File: config.mk
export PLATFORM = sky130hd
export DESIGN_NAME = jtdd2_sdram_sched_flat
export DESIGN_NICKNAME = d
export VERILOG_FILES = /design/src/rtl/jtdd2_sdram_sched_if.sv /design/src/rtl/jtdd2_sdram_sched.sv /design/src/flat_wrapper.sv
export SDC_FILE = /design/constraint.sdc
export NUM_CORES = 1
export LEC_CHECK = 0
export CAP_MARGIN = 20
export CORE_UTILIZATION = 25
export CTS_CLUSTER_DIAMETER = 80
export DETAILED_ROUTE_END_ITERATION = 8
export DONT_BUFFER_PORTS = 1
export GPL_TIMING_DRIVEN = 0
export MAX_ROUTING_LAYER = met4
export PLACE_DENSITY = 0.51
export SLEW_MARGIN = 20
export SYNTH_ARGS = -nofsm -noshare
export SYNTH_HDL_FRONTEND = slang
export SYNTH_SLANG_ARGS = --single-unit
File: constraint.sdc
create_clock -name clk -period 2.2 [get_ports clk]
set_input_delay 0.44 -clock clk [delete_from_list [all_inputs] [get_ports clk]]
set_output_delay 0.44 -clock clk [all_outputs]
set_load 0.02 [all_outputs]
File: src/rtl/jtdd2_sdram_sched_if.sv
// Bus bundle between the ROM clients, the read scheduler and the SDRAM
// controller read port.
//   slave  : scheduler view (consumes requests and controller responses,
//            drives slot_ok/data_out and the SDRAM request/address).
//   master : environment view (clients plus controller), the mirror image.
// Signals:
//   slot_req[3:0], slotN_addr[21:0] : client requests and slot-relative word addresses
//   slot_ok[3:0], data_out[31:0]    : one-hot completion pulse and returned word
//   sdram_req, sdram_addr[21:0]     : request to the controller, absolute address
//   sdram_ack, data_rdy, data_read  : controller accept, data strobe, data word
interface jtdd2_sdram_sched_if;
    logic [3:0]  slot_req;
    logic [21:0] slot0_addr;
    logic [21:0] slot1_addr;
    logic [21:0] slot2_addr;
    logic [21:0] slot3_addr;
    logic [3:0]  slot_ok;
    logic [31:0] data_out;
    logic        sdram_req;
    logic [21:0] sdram_addr;
    logic        sdram_ack;
    logic        data_rdy;
    logic [31:0] data_read;

    modport slave (
        input  slot_req, slot0_addr, slot1_addr, slot2_addr, slot3_addr,
        input  sdram_ack, data_rdy, data_read,
        output slot_ok, data_out, sdram_req, sdram_addr
    );

    modport master (
        output slot_req, slot0_addr, slot1_addr, slot2_addr, slot3_addr,
        output sdram_ack, data_rdy, data_read,
        input  slot_ok, data_out, sdram_req, sdram_addr
    );
endinterface

File: src/rtl/jtdd2_sdram_sched.sv
// Four-slot SDRAM read scheduler for the Double Dragon II core.
// Slot 0 (video) has fixed priority and may be gated during vblank; slots
// 1..3 share the remaining bandwidth round-robin. The winner's address is
// rebased by a per-slot offset, the req/ack/data handshake is run with the
// controller, and the word is returned with a one-cycle one-hot slot_ok.
// Ports:
//   clk         : system clock
//   rst_n       : synchronous reset, active low
//   vblank      : vertical blank, masks slot 0 when SLOT0_VBL_GATE=1
//   downloading : ROM download in progress, blocks new grants
//   refresh_en  : registered, high when the controller may refresh
//   bus         : client and controller signals (slave modport)
module jtdd2_sdram_sched #(
    parameter logic [21:0] SLOT0_OFFSET   = 22'h0,
    parameter logic [21:0] SLOT1_OFFSET   = 22'h0,
    parameter logic [21:0] SLOT2_OFFSET   = 22'h0,
    parameter logic [21:0] SLOT3_OFFSET   = 22'h0,
    parameter bit          SLOT0_VBL_GATE = 1'b1,
    parameter int          TIMEOUT        = 63
) (
    input  logic                      clk,
    input  logic                      rst_n,
    input  logic                      vblank,
    input  logic                      downloading,
    output logic                      refresh_en,
    jtdd2_sdram_sched_if.slave        bus
);

    typedef enum logic [1:0] {
        ST_IDLE = 2'd0,
        ST_REQ  = 2'd1,
        ST_WAIT = 2'd2
    } state_t;

    localparam logic [5:0]  TO_VAL = 6'(TIMEOUT);
    localparam logic [21:0] OFFS [4] = '{SLOT0_OFFSET, SLOT1_OFFSET, SLOT2_OFFSET, SLOT3_OFFSET};

    state_t      state_reg, state_next;
    logic [1:0]  grant_reg, grant_next;
    logic [1:0]  rr_ptr_reg, rr_ptr_next;
    logic [5:0]  wdog_reg, wdog_next;
    logic        sdram_req_reg, sdram_req_next;
    logic [21:0] sdram_addr_reg, sdram_addr_next;
    logic [3:0]  slot_ok_reg, slot_ok_next;
    logic [31:0] data_out_reg, data_out_next;
    logic        refresh_en_reg, refresh_en_next;

    logic [21:0] slot_addr [4];
    logic [21:0] abs_addr  [4];
    logic [3:0]  elig;
    logic        grant_any;
    logic [1:0]  grant_idx;
    logic        rr_found;
    logic [1:0]  rr_idx;

    assign slot_addr[0] = bus.slot0_addr;
    assign slot_addr[1] = bus.slot1_addr;
    assign slot_addr[2] = bus.slot2_addr;
    assign slot_addr[3] = bus.slot3_addr;

    // Absolute SDRAM word address per slot; wraps modulo 2^22.
    generate
        for (genvar gi = 0; gi < 4; gi++) begin : g_abs
            assign abs_addr[gi] = slot_addr[gi] + OFFS[gi];
        end
    endgenerate

    // Eligible set: slot 0 masked in vblank when gated, everything masked
    // during a ROM download.
    always_comb begin
        elig = bus.slot_req;
        if (SLOT0_VBL_GATE && vblank) begin
            elig[0] = 1'b0;
        end
        if (downloading) begin
            elig = 4'b0000;
        end
    end

    // Round-robin search over slots 1..3 starting after the last RR grant.
    always_comb begin
        int c;
        c        = 0;
        rr_found = 1'b0;
        rr_idx   = rr_ptr_reg;
        for (int k = 1; k <= 3; k++) begin
            c = int'(rr_ptr_reg) + k;
            if (c > 3) begin
                c = c - 3;
            end
            if (!rr_found && elig[c[1:0]]) begin
                rr_found = 1'b1;
                rr_idx   = c[1:0];
            end
        end
    end

    assign grant_any = |elig;
    assign grant_idx = elig[0] ? 2'd0 : rr_idx;

    // State register.
    always_ff @(posedge clk) begin
        if (!rst_n) begin
            state_reg <= ST_IDLE;
        end else begin
            state_reg <= state_next;
        end
    end

    // Next-state logic.
    always_comb begin
        state_next = state_reg;
        case (state_reg)
            ST_IDLE: if (grant_any) state_next = ST_REQ;
            ST_REQ:  if (bus.sdram_ack) state_next = ST_WAIT;
            ST_WAIT: begin
                if (bus.data_rdy || wdog_reg == TO_VAL) begin
                    state_next = ST_IDLE;
                end
            end
            default: state_next = ST_IDLE;
        endcase
    end

    // Output / datapath next values. data_rdy in REQ is deliberately ignored:
    // only the ack is honoured there.
    always_comb begin
        grant_next      = grant_reg;
        rr_ptr_next     = rr_ptr_reg;
        wdog_next       = wdog_reg;
        sdram_req_next  = sdram_req_reg;
        sdram_addr_next = sdram_addr_reg;
        slot_ok_next    = 4'b0000;
        data_out_next   = data_out_reg;
        refresh_en_next = downloading || (state_reg == ST_IDLE && !grant_any);
        case (state_reg)
            ST_IDLE: begin
                if (grant_any) begin
                    grant_next      = grant_idx;
                    sdram_addr_next = abs_addr[grant_idx];
                    sdram_req_next  = 1'b1;
                    // Slot 0 sits outside the rotation.
                    if (grant_idx != 2'd0) begin
                        rr_ptr_next = grant_idx;
                    end
                end
            end
            ST_REQ: begin
                if (bus.sdram_ack) begin
                    sdram_req_next = 1'b0;
                    wdog_next      = 6'd0;
                end
            end
            ST_WAIT: begin
                if (bus.data_rdy) begin
                    data_out_next = bus.data_read;
                    slot_ok_next  = 4'b0001 << grant_reg;
                end else if (wdog_reg != TO_VAL) begin
                    wdog_next = wdog_reg + 6'd1;
                end
            end
            default: ;
        endcase
    end

    always_ff @(posedge clk) begin
        if (!rst_n) begin
            grant_reg      <= 2'd0;
            rr_ptr_reg     <= 2'd3;
            wdog_reg       <= 6'd0;
            sdram_req_reg  <= 1'b0;
            sdram_addr_reg <= 22'd0;
            slot_ok_reg    <= 4'b0000;
            data_out_reg   <= 32'd0;
            refresh_en_reg <= 1'b0;
        end else begin
            grant_reg      <= grant_next;
            rr_ptr_reg     <= rr_ptr_next;
            wdog_reg       <= wdog_next;
            sdram_req_reg  <= sdram_req_next;
            sdram_addr_reg <= sdram_addr_next;
            slot_ok_reg    <= slot_ok_next;
            data_out_reg   <= data_out_next;
            refresh_en_reg <= refresh_en_next;
        end
    end

    assign bus.sdram_req  = sdram_req_reg;
    assign bus.sdram_addr = sdram_addr_reg;
    assign bus.slot_ok    = slot_ok_reg;
    assign bus.data_out   = data_out_reg;
    assign refresh_en     = refresh_en_reg;

endmodule

File: src/flat_wrapper.sv
// flat-port wrapper written by rule: the top's interface ports become plain ports
module jtdd2_sdram_sched_flat 
#(
    parameter logic [21:0] SLOT0_OFFSET   = 22'h0,
    parameter logic [21:0] SLOT1_OFFSET   = 22'h0,
    parameter logic [21:0] SLOT2_OFFSET   = 22'h0,
    parameter logic [21:0] SLOT3_OFFSET   = 22'h0,
    parameter bit          SLOT0_VBL_GATE = 1'b1,
    parameter int          TIMEOUT        = 63
)
  (clk, rst_n, vblank, downloading, refresh_en, bus_slot_req, bus_slot0_addr, bus_slot1_addr, bus_slot2_addr, bus_slot3_addr, bus_sdram_ack, bus_data_rdy, bus_data_read, bus_slot_ok, bus_data_out, bus_sdram_req, bus_sdram_addr);
  jtdd2_sdram_sched_if bus_i ();
  input  logic clk;
  input  logic rst_n;
  input  logic vblank;
  input  logic downloading;
  output logic refresh_en;
  input wire logic [$bits(bus_i.slot_req)-1:0] bus_slot_req;
  input wire logic [$bits(bus_i.slot0_addr)-1:0] bus_slot0_addr;
  input wire logic [$bits(bus_i.slot1_addr)-1:0] bus_slot1_addr;
  input wire logic [$bits(bus_i.slot2_addr)-1:0] bus_slot2_addr;
  input wire logic [$bits(bus_i.slot3_addr)-1:0] bus_slot3_addr;
  input wire logic [$bits(bus_i.sdram_ack)-1:0] bus_sdram_ack;
  input wire logic [$bits(bus_i.data_rdy)-1:0] bus_data_rdy;
  input wire logic [$bits(bus_i.data_read)-1:0] bus_data_read;
  output wire logic [$bits(bus_i.slot_ok)-1:0] bus_slot_ok;
  output wire logic [$bits(bus_i.data_out)-1:0] bus_data_out;
  output wire logic [$bits(bus_i.sdram_req)-1:0] bus_sdram_req;
  output wire logic [$bits(bus_i.sdram_addr)-1:0] bus_sdram_addr;
  assign bus_i.slot_req = bus_slot_req;
  assign bus_i.slot0_addr = bus_slot0_addr;
  assign bus_i.slot1_addr = bus_slot1_addr;
  assign bus_i.slot2_addr = bus_slot2_addr;
  assign bus_i.slot3_addr = bus_slot3_addr;
  assign bus_i.sdram_ack = bus_sdram_ack;
  assign bus_i.data_rdy = bus_data_rdy;
  assign bus_i.data_read = bus_data_read;
  assign bus_slot_ok = bus_i.slot_ok;
  assign bus_data_out = bus_i.data_out;
  assign bus_sdram_req = bus_i.sdram_req;
  assign bus_sdram_addr = bus_i.sdram_addr;
  jtdd2_sdram_sched #(.SLOT0_OFFSET(SLOT0_OFFSET), .SLOT1_OFFSET(SLOT1_OFFSET), .SLOT2_OFFSET(SLOT2_OFFSET), .SLOT3_OFFSET(SLOT3_OFFSET), .SLOT0_VBL_GATE(SLOT0_VBL_GATE), .TIMEOUT(TIMEOUT)) u_core (.clk(clk), .rst_n(rst_n), .vblank(vblank), .downloading(downloading), .refresh_en(refresh_en), .bus(bus_i));
endmodule
==> flow_summary.toml <==
[setup_path]
crit_path_end_kind = "flop"
timing.rr.end = "u_core.bus.sdram_addr[19]$_SDFFE_PN0P_"
critPathKind = "reg -> reg"
cp.required_ns = 2.45
crit_top_cell = "mux2i_4"
critPathSlowestCell = "dfxtp_2"
crit_path_start_kind = "flop"
worst-path-buf-inv = 3
worstPathCellList = "inv_2 -> ha_4 -> mux2i_4 -> or2_4 -> a32o_2 -> mux2i_4 -> o21bai_4 -> buf_12 -> buf_12 -> mux2i_4 -> a211oi_2"
slowest_delay_ns = 0.33
regToRegSetupSlack_ns = -0.28
arrival_ns = 2.73
rr_worst_depth = 11
crit_family = "multiplexers"
crit_path_max_fanout = 7
r2r_start = "u_core.rr_ptr_reg[0]$_SDFFE_PN1P_"

[clock_tree]
cts_buffer_depth = 2
htree_levels = 3
cts_sinks = 72
cts_buffers = 9
clk_latency_ns = 0.33
cts-root-buf = "clkbuf_16"
cts.clk_slew.worst_paths_ns = 0.06
cts_tree = "done"

[timing]
fin_crit_ns = 2.48
fmax_mhz = 403
slew_viol_final = 0
setup_violations = 25
fin_ws_ns = -0.282
fin_crit_sh = 1.13
worst_slew_pin_slew_ns = 0.672
slew_headroom = 0.549
rsz0062_at_grt = "true"
skew_ns = 0.00728
finalHoldViolations = 0

[yosys]
yosysWarnings = 0
synthArstFlopShare = 0
mappedNetlistArea_um2 = 3990
yosysTopAreaCellShare = 0.361
ys.flop_type = "dfxtp_1"
synthTopCellsByArea = "dfxtp_1 (36%), mux2i_1 (12%), nand2_1 (6.7%)"
syn_inst = 459
yosys-top-cells-count = "dfxtp_1 (72), nand2_1 (71), mux2i_1 (47)"
yosysUniqueCellTypes = 47
syn_area_per_cell_um2 = 8.69
yosysMostFrequentCell = "dfxtp_1"
synth-seq-cells = 72
syn-num-nets = 592
synth_area_leader_cell = "dfxtp_1"
ys_seq_area_frac = 0.361
synth_edf_count = 0

[routing]
wirelength_um = 12800
wire_per_inst_um = 18.1
ant_nets = 0
firstDrtPassIters = 4
drt-initial-drc-count = 122
drc = 0
vias_per_cell = 5.06
route.vias.total = 3590

[grt]
grt_max_degree = 14
grt_usage = 0.159
first_global_vias = 3539
antenna_found_initial = 0
overflow = 0
grt_pass1_wl_um = 19300

[die]
initial_core_util = 0.259
die_y_um = 128
io_pins = 190
core_um2 = 15400
fp.dieW_um = 128
rows = 45
die_area_um2 = 16500

[status]
violations = "setup timing"
outcome = "finished, violations left"

[place]
port_buffers = 0
dp_hpwl_um = 9500
post-place-ws_ns = -0.530
gp_congestion = 0.784

[layout]
syn_to_final_growth_pct = 30.1
largest_register_ffs = 32
nets = 627
antenna_cells = 0
drive_gt1_frac = 0.212

[worst_hold_path]
hp-start = "bus_data_read[12]"
hold_path_depth = 2
min_path_type = "in -> reg"
min_to = "u_core.bus.data_out[12]$_SDFFE_PN0P_"

[pwr]
p_leak_nw = 2.09
fin_total_pwr_w = 0.00454
peakVddDrop_uv = 378
power_density_nw_per_um2 = 876

[run]
drv_cap = 0
## layer usage
metal | global-route usage | wire length, µm | vias to the layer above
met5 | - | 0 | -
met2 | 0.255 | 6440 | 91
li1 | - | - | 1728
met1 | 0.189 | 5270 | 1754
met4 | 0.0588 | 255 | 0
met3 | 0.0430 | 860 | 17
## what timing repair did
| action | in CTS | in global routing |
|---|---|---|
| resized for setup | 41 | 34 |
| endpoints found under the setup margin | 26 | 26 |
| setup buffers | 21 | 5 |
| hold buffers | 0 | 0 |
| pin swaps | 16 | 20 |
| cloned | 1 | 2 |
## cell usage in the layout, fill, tap and decap left out, types with 11 or more instances in the layout
cell,instances
buf_4,21
a21boi_0,32
clkbuf_16,11
o211a_1,22
a211oi_2,16
dfxtp_1,70
nor2_1,12
nand2_1,71
nor2b_1,24
mux2i_1,37
o21ai_0,25
a22oi_1,21
clkbuf_1,20
## cells by family (layout without fill, tap and decap cells)
group	Yosys count	after routing	share of synthesized area
buf+inv	40	80	0.0446
compound gates	145	145	0.269
flops	72	72	0.361
xor+xnor	5	5	0.0110
mux	49	49	0.126
fa+ha+maj	3	3	0.00941
simple gates	145	145	0.179
## power by group
group          internal [W]  total (W)  switching [W]
sequential          0.00139    0.00155       0.000157
combinational      0.000768    0.00146       0.000690
clock              0.000948    0.00154       0.000587
total               0.00311    0.00454        0.00143
## stage by stage
step	hold WS, ns	util	std cells	TNS, ns	area, µm²
global placement	0.492	0.281	670	-10.53	4320
global route	0.242	0.337	710	-7.92	5190
detailed placement	0.502	0.281	670	-11.44	4320
CTS	0.240	0.323	706	-5.52	4960
finish	0.250	0.337	710	-5.31	5190
floorplan	0.448	-	459	-1.72	4060
## worst max path at each step
stage / from / to / cells after the start
finish: u_core.rr_ptr_reg[0]$_SDFFE_PN1P_ / u_core.bus.sdram_addr[19]$_SDFFE_PN0P_ / 11
global route: u_core.rr_ptr_reg[0]$_SDFFE_PN1P_ / u_core.bus.sdram_addr[14]$_SDFFE_PN0P_ / 11
CTS: u_core.rr_ptr_reg[0]$_SDFFE_PN1P_ / u_core.bus.sdram_addr[14]$_SDFFE_PN0P_ / 11
detailed placement: u_core.rr_ptr_reg[0]$_SDFFE_PN1P_ / u_core.bus.sdram_addr[4]$_SDFFE_PN0P_ / 10
global placement: u_core.rr_ptr_reg[0]$_SDFFE_PN1P_ / u_core.bus.sdram_addr[11]$_SDFFE_PN0P_ / 10
floorplan: u_core.rr_ptr_reg[0]$_SDFFE_PN1P_ / u_core.bus.sdram_addr[10]$_SDFFE_PN0P_ / 11
## cell type report
| type | instances | area (µm²) |
|---|---|---|
| Tap cell | 211 | 264 |
| Timing Repair Buffer | 28 | 302 |
| Fill cell | 1577 | 10200 |
| Buffer | 32 | 215 |
| Sequential cell | 72 | 1440 |
| Inverter | 4 | 15.0 |
| Multi-Input combinational cell | 347 | 2630 |
| Clock inverter | 5 | 62.6 |
| Clock buffer | 11 | 253 |
## worst register-to-register path, delay by kind of cell (launching register included)
| family | cells | cell delay (ns) |
|---|---|---|
| adder cells (fa/ha/maj) | 1 | 0.23 |
| AND/OR/NAND/NOR | 1 | 0.26 |
| flip-flops | 1 | 0.33 |
| multiplexers | 3 | 0.65 |
| AO/OA/AOI/OAI | 3 | 0.59 |
| buffers and inverters | 3 | 0.35 |
Power figures use the tool's default switching activity.
